==> src/rtl/mem_arb_pkg.sv <==
// Shared types and constants for the instruction/data RAM arbiter.
// Opcode constants mirror memory_control so benches can derive dm_rw from an opcode.
package mem_arb_pkg;

   typedef enum logic [1:0] {IDLE, ACCESS, RESP} state_e;
   typedef enum logic {OWN_IF, OWN_DM} owner_e;

   localparam logic RW_READ  = 1'b1;
   localparam logic RW_WRITE = 1'b0;

   localparam logic [3:0] OP_ADR = 4'b1100;
   localparam logic [3:0] OP_LDR = 4'b1101;
   localparam logic [3:0] OP_STR = 4'b1110;

   // Only STR writes; LDR and ADR both read the RAM.
   function automatic logic op_rw(input logic [3:0] op);
      return (op == OP_STR) ? RW_WRITE : RW_READ;
   endfunction

endpackage

==> src/rtl/mem_access_arbiter_if.sv <==
// Fetch port, data port and RAM port of the arbiter in one bundle.
// slave = arbiter side, master = requesters plus RAM read-data source.
interface mem_access_arbiter_if #(
   parameter int ADDR_W = 32,
   parameter int DATA_W = 32
);
   logic              if_req;
   logic [ADDR_W-1:0] if_addr;
   logic              if_gnt;
   logic [DATA_W-1:0] if_rdata;
   logic              if_valid;

   logic              dm_req;
   logic              dm_rw;
   logic [ADDR_W-1:0] dm_addr;
   logic [DATA_W-1:0] dm_wdata;
   logic              dm_gnt;
   logic [DATA_W-1:0] dm_rdata;
   logic              dm_valid;

   logic              ram_en;
   logic              ram_rw;
   logic [ADDR_W-1:0] ram_addr;
   logic [DATA_W-1:0] ram_wdata;
   logic [DATA_W-1:0] ram_rdata;

   logic              stall;

   modport slave (
      input  if_req, if_addr, dm_req, dm_rw, dm_addr, dm_wdata, ram_rdata,
      output if_gnt, if_rdata, if_valid, dm_gnt, dm_rdata, dm_valid,
      output ram_en, ram_rw, ram_addr, ram_wdata, stall
   );

   modport master (
      output if_req, if_addr, dm_req, dm_rw, dm_addr, dm_wdata, ram_rdata,
      input  if_gnt, if_rdata, if_valid, dm_gnt, dm_rdata, dm_valid,
      input  ram_en, ram_rw, ram_addr, ram_wdata, stall
   );

endinterface

==> src/rtl/mem_arb_starve_ctr.sv <==
// Saturating count of data grants taken while fetch waits; at_max forces the next grant to fetch.
// Latency: at_max follows inc by one edge; clr wins over inc; no backpressure.
module mem_arb_starve_ctr #(
   parameter int W = 3
) (
   input  logic         clk,
   input  logic         reset_n,
   input  logic         inc,
   input  logic         clr,
   input  logic [W-1:0] max,
   output logic         at_max
);

   logic [W-1:0] cnt_q, cnt_d;

   always_comb begin
      cnt_d = cnt_q;
      if (clr) begin
         cnt_d = '0;
      end else if (inc && (cnt_q != max)) begin
         cnt_d = cnt_q + 1'b1;
      end
   end

   always_ff @(posedge clk or negedge reset_n) begin
      if (!reset_n) begin
         cnt_q <= '0;
      end else begin
         cnt_q <= cnt_d;
      end
   end

   assign at_max = (cnt_q == max);

endmodule

==> src/rtl/mem_access_arbiter.sv <==
// Shares one RAM between fetch and data ports: data first, fetch forced after STARVE_MAX data grants.
// Latency: gnt one cycle after req, valid RAM_LAT+1 cycles after req; requests wait (stall high) while busy.
module mem_access_arbiter
   import mem_arb_pkg::*;
#(
   parameter int ADDR_W     = 32,
   parameter int DATA_W     = 32,
   parameter int RAM_LAT    = 1,
   parameter int STARVE_MAX = 4
) (
   input logic                  clk,
   input logic                  reset_n,
   mem_access_arbiter_if.slave  bus
);

   localparam int LAT_W = (RAM_LAT > 1) ? $clog2(RAM_LAT) : 1;
   localparam int SW    = $clog2(STARVE_MAX + 1);

   state_e            state_q, state_d;
   owner_e            owner_q, owner_d;
   logic [LAT_W-1:0]  lat_cnt_q, lat_cnt_d;
   logic              ram_en_q, ram_en_d;
   logic              ram_rw_q, ram_rw_d;
   logic [ADDR_W-1:0] ram_addr_q, ram_addr_d;
   logic [DATA_W-1:0] ram_wdata_q, ram_wdata_d;
   logic              if_gnt_q, if_gnt_d, dm_gnt_q, dm_gnt_d;
   logic              if_valid_q, if_valid_d, dm_valid_q, dm_valid_d;
   logic [DATA_W-1:0] if_rdata_q, if_rdata_d, dm_rdata_q, dm_rdata_d;

   logic win_if, starve_inc, starve_clr, starve_at_max;

   mem_arb_starve_ctr #(.W(SW)) u_starve (
      .clk     (clk),
      .reset_n (reset_n),
      .inc     (starve_inc),
      .clr     (starve_clr),
      .max     (SW'(STARVE_MAX)),
      .at_max  (starve_at_max)
   );

   always_comb begin
      state_d     = state_q;
      owner_d     = owner_q;
      lat_cnt_d   = lat_cnt_q;
      ram_en_d    = ram_en_q;
      ram_rw_d    = ram_rw_q;
      ram_addr_d  = ram_addr_q;
      ram_wdata_d = ram_wdata_q;
      if_gnt_d    = 1'b0;
      dm_gnt_d    = 1'b0;
      if_valid_d  = 1'b0;
      dm_valid_d  = 1'b0;
      if_rdata_d  = if_rdata_q;
      dm_rdata_d  = dm_rdata_q;
      starve_inc  = 1'b0;
      starve_clr  = ~bus.if_req;
      win_if      = bus.if_req & (~bus.dm_req | starve_at_max);

      unique case (state_q)
         IDLE: begin
            if (bus.if_req || bus.dm_req) begin
               state_d   = ACCESS;
               ram_en_d  = 1'b1;
               lat_cnt_d = '0;
               if (win_if) begin
                  owner_d     = OWN_IF;
                  ram_rw_d    = RW_READ;
                  ram_addr_d  = bus.if_addr;
                  ram_wdata_d = '0;
                  if_gnt_d    = 1'b1;
                  starve_clr  = 1'b1;
               end else begin
                  owner_d     = OWN_DM;
                  ram_rw_d    = bus.dm_rw;
                  ram_addr_d  = bus.dm_addr;
                  ram_wdata_d = bus.dm_wdata;
                  dm_gnt_d    = 1'b1;
                  starve_inc  = bus.if_req;
               end
            end
         end
         ACCESS: begin
            lat_cnt_d = lat_cnt_q + 1'b1;
            // Read data is only meaningful on the final enable cycle.
            if (lat_cnt_q == LAT_W'(RAM_LAT - 1)) begin
               state_d  = RESP;
               ram_en_d = 1'b0;
               if (owner_q == OWN_IF) begin
                  if_valid_d = 1'b1;
                  if_rdata_d = bus.ram_rdata;
               end else begin
                  dm_valid_d = 1'b1;
                  if (ram_rw_q == RW_READ) begin
                     dm_rdata_d = bus.ram_rdata;
                  end
               end
            end
         end
         RESP: begin
            state_d = IDLE;
         end
         default: begin
            state_d = IDLE;
         end
      endcase
   end

   always_ff @(posedge clk or negedge reset_n) begin
      if (!reset_n) begin
         state_q     <= IDLE;
         owner_q     <= OWN_IF;
         lat_cnt_q   <= '0;
         ram_en_q    <= 1'b0;
         ram_rw_q    <= RW_READ;
         ram_addr_q  <= '0;
         ram_wdata_q <= '0;
         if_gnt_q    <= 1'b0;
         dm_gnt_q    <= 1'b0;
         if_valid_q  <= 1'b0;
         dm_valid_q  <= 1'b0;
         if_rdata_q  <= '0;
         dm_rdata_q  <= '0;
      end else begin
         state_q     <= state_d;
         owner_q     <= owner_d;
         lat_cnt_q   <= lat_cnt_d;
         ram_en_q    <= ram_en_d;
         ram_rw_q    <= ram_rw_d;
         ram_addr_q  <= ram_addr_d;
         ram_wdata_q <= ram_wdata_d;
         if_gnt_q    <= if_gnt_d;
         dm_gnt_q    <= dm_gnt_d;
         if_valid_q  <= if_valid_d;
         dm_valid_q  <= dm_valid_d;
         if_rdata_q  <= if_rdata_d;
         dm_rdata_q  <= dm_rdata_d;
      end
   end

   assign bus.if_gnt    = if_gnt_q;
   assign bus.dm_gnt    = dm_gnt_q;
   assign bus.if_valid  = if_valid_q;
   assign bus.dm_valid  = dm_valid_q;
   assign bus.if_rdata  = if_rdata_q;
   assign bus.dm_rdata  = dm_rdata_q;
   assign bus.ram_en    = ram_en_q;
   assign bus.ram_rw    = ram_rw_q;
   assign bus.ram_addr  = ram_addr_q;
   assign bus.ram_wdata = ram_wdata_q;
   assign bus.stall     = (bus.if_req & ~if_valid_q) | (bus.dm_req & ~dm_valid_q);

endmodule

==> src/flat_wrapper.sv <==
// flat-port wrapper written by rule: the top's interface ports become plain ports
module mem_access_arbiter_flat import mem_arb_pkg::*;
#(
   parameter int ADDR_W     = 32,
   parameter int DATA_W     = 32,
   parameter int RAM_LAT    = 1,
   parameter int STARVE_MAX = 4
)
  (clk, reset_n, bus_if_req, bus_if_addr, bus_dm_req, bus_dm_rw, bus_dm_addr, bus_dm_wdata, bus_ram_rdata, bus_if_gnt, bus_if_rdata, bus_if_valid, bus_dm_gnt, bus_dm_rdata, bus_dm_valid, bus_ram_en, bus_ram_rw, bus_ram_addr, bus_ram_wdata, bus_stall);
  mem_access_arbiter_if #(.ADDR_W(ADDR_W), .DATA_W(DATA_W)) bus_i ();
  input logic clk;
  input logic reset_n;
  input wire logic [$bits(bus_i.if_req)-1:0] bus_if_req;
  input wire logic [$bits(bus_i.if_addr)-1:0] bus_if_addr;
  input wire logic [$bits(bus_i.dm_req)-1:0] bus_dm_req;
  input wire logic [$bits(bus_i.dm_rw)-1:0] bus_dm_rw;
  input wire logic [$bits(bus_i.dm_addr)-1:0] bus_dm_addr;
  input wire logic [$bits(bus_i.dm_wdata)-1:0] bus_dm_wdata;
  input wire logic [$bits(bus_i.ram_rdata)-1:0] bus_ram_rdata;
  output wire logic [$bits(bus_i.if_gnt)-1:0] bus_if_gnt;
  output wire logic [$bits(bus_i.if_rdata)-1:0] bus_if_rdata;
  output wire logic [$bits(bus_i.if_valid)-1:0] bus_if_valid;
  output wire logic [$bits(bus_i.dm_gnt)-1:0] bus_dm_gnt;
  output wire logic [$bits(bus_i.dm_rdata)-1:0] bus_dm_rdata;
  output wire logic [$bits(bus_i.dm_valid)-1:0] bus_dm_valid;
  output wire logic [$bits(bus_i.ram_en)-1:0] bus_ram_en;
  output wire logic [$bits(bus_i.ram_rw)-1:0] bus_ram_rw;
  output wire logic [$bits(bus_i.ram_addr)-1:0] bus_ram_addr;
  output wire logic [$bits(bus_i.ram_wdata)-1:0] bus_ram_wdata;
  output wire logic [$bits(bus_i.stall)-1:0] bus_stall;
  assign bus_i.if_req = bus_if_req;
  assign bus_i.if_addr = bus_if_addr;
  assign bus_i.dm_req = bus_dm_req;
  assign bus_i.dm_rw = bus_dm_rw;
  assign bus_i.dm_addr = bus_dm_addr;
  assign bus_i.dm_wdata = bus_dm_wdata;
  assign bus_i.ram_rdata = bus_ram_rdata;
  assign bus_if_gnt = bus_i.if_gnt;
  assign bus_if_rdata = bus_i.if_rdata;
  assign bus_if_valid = bus_i.if_valid;
  assign bus_dm_gnt = bus_i.dm_gnt;
  assign bus_dm_rdata = bus_i.dm_rdata;
  assign bus_dm_valid = bus_i.dm_valid;
  assign bus_ram_en = bus_i.ram_en;
  assign bus_ram_rw = bus_i.ram_rw;
  assign bus_ram_addr = bus_i.ram_addr;
  assign bus_ram_wdata = bus_i.ram_wdata;
  assign bus_stall = bus_i.stall;
  mem_access_arbiter #(.ADDR_W(ADDR_W), .DATA_W(DATA_W), .RAM_LAT(RAM_LAT), .STARVE_MAX(STARVE_MAX)) u_core (.clk(clk), .reset_n(reset_n), .bus(bus_i));
endmodule
==> config.mk <==
export PLATFORM = sky130hd
export DESIGN_NAME = mem_access_arbiter_flat
export DESIGN_NICKNAME = d
export VERILOG_FILES = /design/src/rtl/mem_arb_pkg.sv /design/src/rtl/mem_access_arbiter_if.sv /design/src/rtl/mem_arb_starve_ctr.sv /design/src/rtl/mem_access_arbiter.sv /design/src/flat_wrapper.sv
export SDC_FILE = /design/constraint.sdc
export NUM_CORES = 1
export LEC_CHECK = 0
export CORE_MARGIN = 1.5
export CORE_UTILIZATION = 38
export CTS_CLUSTER_DIAMETER = 50
export DETAILED_ROUTE_END_ITERATION = 8
export PLACE_DENSITY = 0.76
export SLEW_MARGIN = 5
export SYNTH_ARGS = -nofsm -noshare
export SYNTH_HDL_FRONTEND = slang
export SYNTH_SLANG_ARGS = --single-unit
==> constraint.sdc <==
create_clock -name clk -period 1.6 [get_ports clk]
set_input_delay 0.16 -clock clk [delete_from_list [all_inputs] [get_ports clk]]
set_output_delay 0.16 -clock clk [all_outputs]
set_load 0.005 [all_outputs]
==> impl.org, run 1 <==
** Placed design
- Input and output buffers added on the ports amount to roughly 270.
- Detailed placement ended at an HPWL of 12400 um.
- After detailed placement, the total cell area comes to around 9000 um2.
- RePlAce Congestion :: roughly 0.8
- Cell count after placement :: 922

** Routing
- The routed design has about 19000 um of wire.
- In the routed layout, each cell is associated on average with a via count of between 5 and 6.
- Final ANT Viol Nets :: 0
- DRC viols :: 0
- First drt pass iteration count :: 4
- Initial DRC Count :: between 200 and 300
- Average wire per standard cell :: 19.7 um
- Across all layers, the routed design uses 5302 vias.

** Worst setup path
- Endpoint of the most critical register-to-register path :: u_core.bus.dm_rdata[6]
- Count of cells along the worst register-to-register path :: 5
- Critical Path Source Type :: flip-flop
- Endpoint required time on the critical path :: 1.90 ns
- Along the worst path, the maximum fanout reaches 12.
- The worst register-to-register path begins at u_core.lat_cnt_q.
- For the worst setup path, the data arrival time is 2.05 ns.
- The setup check on the worst reg-to-reg path leaves a slack of -0.15 ns.
- The critical path is of the flip-flop to flip-flop type.
- CP endpoint kind :: flip-flop

** Pwr
- Net switching component of the power :: slightly below 6 mW
- Of the total power, the clock network draws 0.207.
- Of the total power, the share spent switching nets is 0.306.
- The analysis attributes to cell leakage a power of 4.07 nW.
- The share of total power dissipated in sequential elements is 0.329.
- Power per unit of standard cell area :: 1930 nW/um2
- The internal portion of the total power is 13.3 mW.
- The worst-case IR drop observed on VDD is 1.11 mV.
- Of the total power, combinational logic draws 0.465.

** GRT
- First-pass GRT wire length :: 29600 um
- Entering global routing, the biggest net connects 75 pins.
- Number of antenna violations at the first check in global routing :: 0
- GR Util All Layers :: 0.232
- Grt total ovfl :: 0
- The number of global-route vias before repair was 5587.

** Finish
- Share of layout cells above drive strength 1 :: 0.185
- Summing all non-filler instances in the final layout gives an area of roughly 10000 um2.
- For this run, the number of standard cells in the final layout without fillers is roughly 960.
- Final-stage net count :: 897
- Area growth from synthesis to layout :: 67.5%
- Antenna diode count :: 0

** STA
- Maximum achievable frequency :: 572 MHz
- Fraction of the cycle the final worst path needs :: 1.09
- Between clock sinks in the finished design, the worst skew comes to 0.00910 ns.
- At the pin with the least slew margin, the transition time is 0.427 ns.
- Worst max-slew margin expressed relative to the limit :: 0.715
- Final hold violations :: 0
- Setup violations remaining at the end of the flow were counted as 64.
- Worst hold margin :: 0.186 ns
- Number of slew-limit violations in the final report :: 0
- RSZ-0062 raised after global routing :: yes
- Fin worst setup slack :: -0.148 ns
- Subtracting the final worst setup slack from the clock period gives approximately 1.7 ns.

** Synth
- Synthesis inferred 141 register bits.
- Async set-reset flop share out of synthesis :: 1.00
- Post-synthesis sequential area ratio :: 0.595
- Synthesis produced a netlist whose cell count is 492.
- Counting every net in the synthesized netlist gives 627.
- The cell area that synthesis handed to floorplanning was a little under 6000 um2.
- Distinct cell type count of the synthesized netlist :: 33
- Among all flip-flop cells after synthesis, the most frequent one is dfrtp_1.
- During synthesis, Yosys emitted a total of 0 warnings.
- Dividing the synthesized area by the synthesized cell count gives 12.1 um2.
- Number of enable-type register cells in the synthesized netlist :: 0

** Outcome
- The run finished, with violations left.
- The final reports fail on setup timing.

** Floorplan
- The initial utilization of the core area, before any placement, comes to 0.390.
- Area of the core :: 15200 um2
- The floorplan step defined a die boundary enclosing 16400 um2.
- In this run the count of I/O pins placed on the die edge is 268.
- Horizontal extent of the die :: approximately 130 um
- Cell Rows :: 45
- In this run the vertical extent of the chip is 128 um.

** Clock tree
- Clock-pin slew was measured on the worst setup and hold paths at approximately 0.060 ns.
- CTS HTree Levels :: 4
- Number of clock sinks :: 141
- The later pin in the worst-skew pair is clocked with a latency of 0.42 ns.
- TritonCTS built the clock tree.
- CTS Buf Count :: 17
- Number of buffers on the longest clock path :: 2
- The root buffer cell chosen for the clock tree is clkbuf_16.

** Job
- Max-cap violations in this run came to 0.

** Worst hold path
- Class of the most critical hold timing path :: input pin to asynchronous set/reset pin
-- worst max path at each step --
stage	from	to	slack [ns]	cells past startpoint
after detailed placement	bus_dm_req	u_core.bus.ram_addr[9]	-0.18	4
after global placement	u_core.lat_cnt_q	u_core.bus.dm_rdata[29]	-0.13	5
after floorplan	u_core.state_q[1]	u_core.bus.dm_rdata[0]	-0.09	6
final	u_core.lat_cnt_q	u_core.bus.dm_rdata[6]	-0.15	5
after CTS	u_core.lat_cnt_q	u_core.bus.if_rdata[12]	-0.14	5
after global routing	u_core.lat_cnt_q	u_core.bus.if_rdata[12]	-0.20	5
-- power groups by stage --
stage               combinational (mW)  clock [mW]  sequential (mW)
finish                            8.91        3.96             6.30
global route                      9.48        4.22             6.50
CTS                               8.80        4.02             6.29
detailed placement                8.03           0             6.27
global placement                  7.83           0             6.18
floorplan                         3.04           0             6.29
-- critical path, stage by stage, from the launching register on --
cell and delay [ns]:
dfrtp_1 0.38, or3b_4 0.42, inv_2 0.07, and3_4 0.27
buf_12 0.18, mux2_4 0.31
-- layout by cell type, fill, tap and decap left out, types with 14 or more instances in the layout --
| master | instances |
|---|---|
| clkdlybuf4s50_1 | 263 |
| mux2_2 | 15 |
| nand4_1 | 32 |
| nand3_1 | 66 |
| o2bb2ai_1 | 32 |
| o21ai_0 | 34 |
| dfrtp_1 | 140 |
| clkbuf_16 | 18 |
| o211ai_1 | 32 |
| buf_4 | 14 |
| mux2_4 | 49 |
-- layer usage --
metal | routed length, um | GRT usage | up-vias
li1 | - | - | 2376
met1 | 7870 | 0.287 | 2655
met2 | 9300 | 0.385 | 225
met3 | 1260 | 0.0626 | 46
met4 | 567 | 0.0965 | 0
met5 | 0 | 0 | -
-- cells by family (layout without fill, tap and decap cells) --
logic type / Yosys count / in the layout / share of synthesized area
AO/OA/AOI/OAI: 108 / 108 / 0.127
flip-flops: 141 / 141 / 0.595
AND/OR/NAND/NOR: 122 / 122 / 0.110
multiplexers: 64 / 64 / 0.121
buffers and inverters: 55 / 338 / 0.0420
adder cells (fa/ha/maj): 2 / 2 / 0.00422
-- stage by stage --
step / setup WS [ns] / power (mW) / setup TNS (ns) / util
5_1_grt: -0.205 / 20.2 / -11.28 / 0.654
2_1_floorplan: -0.0918 / 9.33 / -3.97 / -
3_5_place_dp: -0.181 / 14.3 / -14.11 / 0.589
4_1_cts: -0.140 / 19.1 / -7.25 / 0.652
6_report: -0.148 / 19.2 / -7.49 / 0.654
3_3_place_gp: -0.127 / 14.0 / -8.46 / 0.589
-- state kept, by name, indices dropped and copies added (netlist names) --
signal and flops:
u_core.bus.dm_rdata 32, u_core.u_starve.cnt_q 3, u_core.bus.ram_en 1, u_core.lat_cnt_q 1, u_core.bus.dm_gnt 1, u_core.bus.if_rdata 32, u_core.bus.ram_wdata 32, u_core.bus.if_valid 1
u_core.bus.ram_rw 1, u_core.state_q 2, u_core.owner_q 1, u_core.bus.dm_valid 1, u_core.bus.if_gnt 1, u_core.bus.ram_addr 32
-- Yosys cell counts, drive strengths merged, types with 2 or more instances --
master | number | area share
dfrtp | 140 | 0.59
nand3 | 66 | 0.056
mux2 | 64 | 0.12
o21ai | 36 | 0.030
nand4 | 32 | 0.034
o211ai | 32 | 0.040
o2bb2ai | 32 | 0.047
clkbuf | 30 | 0.019
buf | 19 | 0.019
nand2 | 8 | 0.0051
nor2 | 7 | 0.0049
inv | 6 | 0.0038
a21oi | 4 | 0.0034
ha | 2 | 0.0042
or2 | 2 | 0.0021
-- area by class of cell --
class                           instances  area [um2]
Clock buffer                           19         443
Clock inverter                         13         153
Fill cell                            1111        5260
Inverter                                6        22.5
Multi-Input combinational cell        296        2390
Sequential cell                       141        3530
Tap cell                              188         235
Timing Repair Buffer                  300        3160
-- timing repair --
| item | 4_1_cts | 5_1_grt |
|---|---|---|
| endpoints found under the setup margin | 100 | 70 |
| pin swaps | 3 | 4 |
| gates resized for setup | 58 | 11 |
| hold buffers | 1 | 0 |
| hold endpoints to repair | 81 | 0 |
| setup buffers | 4 | 1 |
| cloned | 4 | 1 |
No activity file was read; power rests on OpenSTA's default activity.
==> run 2, diff against run 1 <==
--- a/config.mk
+++ b/config.mk
@@ -10,6 +10,7 @@
 export CTS_CLUSTER_DIAMETER = 50
 export DETAILED_ROUTE_END_ITERATION = 8
 export PLACE_DENSITY = 0.76
+export SETUP_SLACK_MARGIN = 0.5
 export SLEW_MARGIN = 5
 export SYNTH_ARGS = -nofsm -noshare
 export SYNTH_HDL_FRONTEND = slang
==> impl.org, run 2 (synthesis gave the netlist of run 1 again) <==
** Outcome
- The run finished, with violations left.
- The checks that failed: setup timing.

** Finish
- The post-layout net count was 1021 (+14%).
- The antenna cell count is 0 (unchanged).
- Number of non-filler instances in the completed layout :: 1087 (+13%)
- Most common cell after layout, fill and taps aside :: dfrtp_1
- The layout cell share with drive strength beyond 1 came to 0.548 (+0.364).
- Final cell area excluding filler cells :: 11500 um2 (+16%)
- Finished Core Util :: 0.757 (+0.103)
- Top library cells by usage in the layout, fill and taps aside :: dfrtp_1, clkdlybuf4s50_1, buf_4, buf_2, mux2_4
- Area growth from synthesis to layout :: 94.1%

** Pwr
- The internal power component came to 15.5 mW (+16%).
- The clock network power share is 0.168 (-0.039).
- The switching share of power is 0.344 (+0.0382).
- Sequential share of power :: 0.268 (-0.061)
- Worst vdd rail ir drop :: 1.11 mV (+0.43%)
- Leakage Power :: 5.17 nW (+27%)
- The net switching power figure was 8.13 mW (+39%).
- Power per unit of standard cell area :: 2050 nW/um2 (+6.4%)
- The overall power is 23.6 mW (+23%).
- Combinational fraction of design power :: 0.564 (+0.099)

** Worst setup path
- The critical path's largest stage delay came to 0.42 ns (about the same).
- Highest-delay cell along the critical path :: or3b_4
- In this design, the critical path's most frequently occurring cell is buf_6.
- Critical Path Source Type :: flip-flop
- Among cell families on the critical path, the largest total delay comes from simple AND/OR/NAND/NOR gates.
- Endpoint required time on the critical path :: 1.90 ns (about the same)
- Cell-by-cell listing of the critical path :: or3b_4, buf_6, nor2_4, buf_6, buf_12, mux2_2
- The critical path buffer and inverter count is 3 (+1).
- Largest fanout of any net on the critical path :: 10 (-2)
- By startpoint and endpoint, the worst setup path is classified as flip-flop to flip-flop.
- CP endpoint kind :: flip-flop
- The data arrival time of the critical path was 2.09 ns (+0.04 ns).

** Floorplan
- The die width is 128 um (unchanged).
- I/O pins :: 268 (unchanged)
- Area of the core :: 15200 um2 (unchanged)
- Die Height :: 128 um (unchanged)
- The starting utilization of the core area was 0.390 (unchanged).
- Cell Rows :: 45 (unchanged)
- The area enclosed by the die boundary was 16400 um2 (unchanged).

** STA
- Setup repair after global routing could not meet its margin everywhere.
- The total negative slack for setup checks was -12.01 ns (-4.53 ns).
- Fin worst setup slack :: -0.188 ns (-0.0407 ns)
- The post-route worst hold slack was 0.213 ns (+0.0265 ns).
- The transition time at the pin with the least slew margin is 0.387 ns (-0.0406 ns).
- Final critical-path required period :: 1.79 ns (+0.0407 ns)
- Fraction of the cycle the final worst path needs :: 1.12 (+0.0254)
- The number of endpoints failing setup at the final stage came to 123 (+92%).
- The largest clock skew in the final design is 0.0131 ns (+0.00400 ns).
- Maximum achievable frequency :: 559 MHz (-2.3%)
- The number of max-slew violations in the final report came to 0 (unchanged).
- The number of failing hold endpoints at the final stage was 0 (unchanged).
- The headroom to the max-slew limit is 0.742 (+0.0271).

** GRT
- The largest net degree at the start of global routing was 55 (-27%).
- The global-route wire length before repair is 31700 um (+7.1%).
- Number of antenna violations at the first check in global routing :: 0 (unchanged)
- GR Util All Layers :: 0.253 (+0.0213)
- Via count of the first global-routing pass :: 5639 (+0.93%)
- Grt total ovfl :: 0 (unchanged)

** Job
- MaxCap Viol Count :: 0 (unchanged)

** Routing
- The remaining number of nets flagged by the antenna check after routing was 0 (unchanged).
- Total Routed Length :: 24600 um (+29%)
- The via count is 6001 (+13%).
- The first-pass detailed-route iteration total is 4 (unchanged).
- Number of vias per cell :: 5.52 (+0.27%)
- Initial DRC Count :: 352 (+20%)
- DRC viols :: 0 (unchanged)
- Average wire per standard cell :: 22.6 um (+15%)

** Placed design
- Placed instance area :: 9000 um2 (+0.46%)
- The final estimated routing congestion in global placement is 0.766 (-6.9%).
- The instance count after placement with tap cells included was 923 (+0.11%).
- Port-buffer cells :: 267 (unchanged)
- Placement-stage worst setup slack :: -0.224 ns (-0.0424 ns)
- Post-detailed-placement half-perimeter wirelength :: 12700 um (+2.2%)

** Clock tree
- Clk Latency, worst-skew pair :: 0.43 ns (about the same)
- Number of clock sinks :: 141 (unchanged)
- Clock tree from TritonCTS :: done
- CTS HTree Levels :: 4 (unchanged)
- CTS placed an instance of clkbuf_16 at the clock tree root.
- Clock input transition at the sequential cells of the worst setup and hold paths :: 0.07 ns (about the same)
- The maximum count of clock buffers along a single path came to 2 (unchanged).
- CTS Buf Count :: 17 (unchanged)

** Worst hold path
- Class of the most critical hold timing path :: input pin to asynchronous set/reset pin
-- run 2: cell types whose count changed in the layout (fill, tap and decap cells not counted), sizes merged --
cell | previous run | this run
bufinv | 2 | 1
clkinv | 3 | 1
inv | 12 | 17
clkdlybuf4s50 | 263 | 129
bufbuf | 2 | 0
a21bo | 1 | 2
clkbuf | 20 | 76
dlygate4sd2 | 3 | 2
buf | 30 | 232
-- run 2: path summary, 6_finish.rpt --
check	cells after the start	to	slack (ns)	from
min reg2reg	1	u_core.bus.dm_rdata[26]	0.48	u_core.bus.dm_rdata[26]
max	6	u_core.bus.if_rdata[9]	-0.19	u_core.lat_cnt_q
min	2	u_core.bus.dm_rdata[0]	0.21	reset_n
min in group clk	3	u_core.bus.ram_wdata[13]	0.31	bus_dm_wdata[13]
max reg2reg	6	u_core.bus.if_rdata[9]	-0.19	u_core.lat_cnt_q
max in group asynchronous	3	u_core.bus.if_rdata[17]	0.76	reset_n
-- run 2: power groups by stage --
stage                     registers (mW)  logic (mW)  clock network [mW]
after global placement              6.19        7.92                   0
after detailed placement            6.26        8.16                   0
after global routing                6.48        13.9                4.23
final                               6.33        13.3                3.96
after CTS                           6.25        10.1                4.01
after floorplan                     6.29        3.13                   0
-- run 2: final cells by class --
cell class	count	area [um2]
clock inverter	15	165
fill	967	3690
tap	188	235
inverter	6	22.5
multi-input combinational	297	3120
sequential	141	3530
timing repair buffer	423	4020
clock buffer	17	425
-- run 2: timing repair --
| action | in CTS | in global routing |
|---|---|---|
| pin swaps | 28 | 62 |
| cloned | 13 | 19 |
| resized for setup | 399 | 276 |
| endpoints found under the setup margin | 274 | 274 |
| setup buffers | 30 | 69 |
| hold buffers | 1 | 0 |
| endpoints found under the hold margin | 34 | 0 |
-- run 2: metal layers --
layer	global-route usage	up-vias	share of wire
li1	-	2652	-
met1	0.318	3029	0.40
met2	0.437	284	0.52
met3	0.0622	36	0.062
met4	0.0687	0	0.020
met5	0	-	0
==> run 3, diff against run 2 <==
--- a/config.mk
+++ b/config.mk
@@ -11,7 +11,7 @@
 export DETAILED_ROUTE_END_ITERATION = 8
 export PLACE_DENSITY = 0.76
 export SETUP_SLACK_MARGIN = 0.5
-export SLEW_MARGIN = 5
+export SLEW_MARGIN = 20
 export SYNTH_ARGS = -nofsm -noshare
 export SYNTH_HDL_FRONTEND = slang
 export SYNTH_SLANG_ARGS = --single-unit
==> results of run 3 <==
No change in the layout: final DEF, timing and power equal those of run 2.
==> RTL edit: new RTL, settings of run 3 <==
`DATA_W` is set to 32 in 3 places; all go to 40.
--- a/src/rtl/mem_access_arbiter_if.sv
+++ b/src/rtl/mem_access_arbiter_if.sv
@@ -2,7 +2,7 @@
 // slave = arbiter side, master = requesters plus RAM read-data source.
 interface mem_access_arbiter_if #(
    parameter int ADDR_W = 32,
-   parameter int DATA_W = 32
+   parameter int DATA_W = 40
 );
    logic              if_req;
    logic [ADDR_W-1:0] if_addr;
--- a/src/rtl/mem_access_arbiter.sv
+++ b/src/rtl/mem_access_arbiter.sv
@@ -4,7 +4,7 @@
    import mem_arb_pkg::*;
 #(
    parameter int ADDR_W     = 32,
-   parameter int DATA_W     = 32,
+   parameter int DATA_W     = 40,
    parameter int RAM_LAT    = 1,
    parameter int STARVE_MAX = 4
 ) (
--- a/src/flat_wrapper.sv
+++ b/src/flat_wrapper.sv
@@ -2,7 +2,7 @@
 module mem_access_arbiter_flat import mem_arb_pkg::*;
 #(
    parameter int ADDR_W     = 32,
-   parameter int DATA_W     = 32,
+   parameter int DATA_W     = 40,
    parameter int RAM_LAT    = 1,
    parameter int STARVE_MAX = 4
 )
Ports: changed (5 resized); port bits go from 268 to 308. The function was not compared with the original's and may differ.
==> RTL edit against run 3 <==
The run still ends with setup timing left. Area after synthesis is 12% higher. Design area is 1.4% higher. Combinational power fell by 15%. Cell count increased by 6.8%. Wire length down 6.8%. Sequential cell count is 24 higher. Power shrank 3.8%. Setup slack worse by 0.028 ns. Fmax fell by 1.6%. Critical path type unchanged.
==> RTL edit: results (changes against run 3) <==
[detailed_routing]
post_drt_wl_per_cell_um = 19.7  ; -13%
wl_met1_mm = 8.97  ; -8.0%
highest_layer = met4
firstDrtPassIters = 5  ; +1
dr_wl_met3_mm = 1.09  ; -29%
wl_met2_mm = 12.2  ; -4.5%
vias_per_cell = 5.10  ; -7.6%
drtIter0Drc = 325  ; -7.7%

[clock_network]
clk_latency_ns = 0.43  ; about the same
postCtsSetupRepairBufs = 43  ; +43%
cts_resized = 445  ; +12%
numCtsBuffers = 17  ; unchanged
htreeDepth = 4  ; unchanged
cts_root_buffer = clkbuf_16

[power_and_ir_drop]
vdd_drop_max_uv = 882  ; -21%
p_sw_share_pct = 32.8  ; -1.6 points
p_leak_uw = 0.00548  ; +5.8%

[placed_design]
port_buffers = 307  ; +15%
place_area_sq_mm = 0.0104  ; +16%
dp_cells = 1021  ; +11%
hpwl_mm = 14.1  ; +11%
place_ws_ns = -0.155  ; +0.0692 ns
place.gp.congestion = 0.794  ; +3.7%

[synth]
synth.top_cells.by_count = 164 x dfrtp_1, 42 x mux2_1, 40 x a22o_1, 38 x inv_1, 38 x mux2_2
synth-compound-area-share_pct = 11.1  ; -1.6 points
synth_fa_ha_area_share_pct = 0.378  ; -0.044 points
synth_cell_types = 38  ; +15%
ys_top_cells_by_area = dfrtp_1 62%, mux2_1 7.1%, mux2_2 6.5%, a22o_1 5.3%, o221ai_1 4.2%
synthCells = 498  ; +1.2%
synth_mux_area_share_pct = 13.6  ; +1.5 points
synth_nets = 649  ; +3.5%
ys_seq_area_share_pct = 62.4  ; +2.9 points
ys.flop_type = dfrtp_1

[global_routing]
grt_use_met3_pct = 4.17  ; -2.1 points
grt_util_met1_pct = 28.9  ; -2.9 points
grt_pass1_wl_mm = 33.0  ; +3.9%
grtUsageMet2_pct = 41.1  ; -2.6 points
grt_pass1_vias = 6109  ; +8.3%
grtUsageTotal_pct = 23.7  ; -1.6 points
grt_max_degree = 57  ; +3.6%
antenna_found_initial = 1  ; +1

[finish]
drive_above_1_share_pct = 48.9  ; -6.0 points
fin_cells = 1161  ; +6.8%
nNetsFinal = 1073  ; +5.1%
fillerInstances = 1231  ; +27%

[setup_path]
crit_fanout = 6  ; -4
cp-endpoint = u_core.bus.dm_rdata[25]
startpoint = u_core.state_q[1]
r2r_cells = 6  ; unchanged
cpPeakStageDelay_ns = 0.41
arrival_ns = 2.13  ; +0.04 ns

[timing]
skew_ns = 0.0113  ; -0.00176 ns
relSlewSlack_pct = 71.3  ; -2.9 points
holdWs_ns = 0.221  ; +0.00826 ns
setup_viol = 133  ; +8.1%
setup_ws_ns = -0.217  ; -0.0283 ns
fin_tns_setup_ns = -16.43  ; -4.41 ns

[status]
status = finished, violations left
violations = setup timing

==> RTL edit: cell types whose count changed in the layout (fill, tap and decap cells not counted), moves of 21 or more <==
cell	before	now
buf_2	89	115
o221ai_2	0	32
a22o_1	0	40
mux2_4	55	33
dfrtp_1	140	164
o211ai_1	32	0
buf_6	13	34
o21ai_2	28	0
inv_1	3	36
mux2_2	8	29
==> RTL edit: power by group through the flow <==
stage | Sequential [uW] | Combinational, uW | Clock, uW
floorplan | 7360 | 4040 | 0
global placement | 7270 | 9330 | 0
detailed placement | 7330 | 9630 | 0
CTS | 7260 | 10600 | 4170
global route | 7460 | 12100 | 4390
finish | 7270 | 11300 | 4120
==> RTL edit: layout make-up <==
type	count	area [sq um]	share of cell area (%)
Antenna cell	1	2.50	0.0214
Clock buffer	19	453	3.88
Clock inverter	13	141	1.21
Inverter	39	146	1.25
Multi-Input combinational cell	252	2610	22.4
Sequential cell	165	4130	35.4
Tap cell	225	282	2.41
Timing Repair Buffer	447	3900	33.4
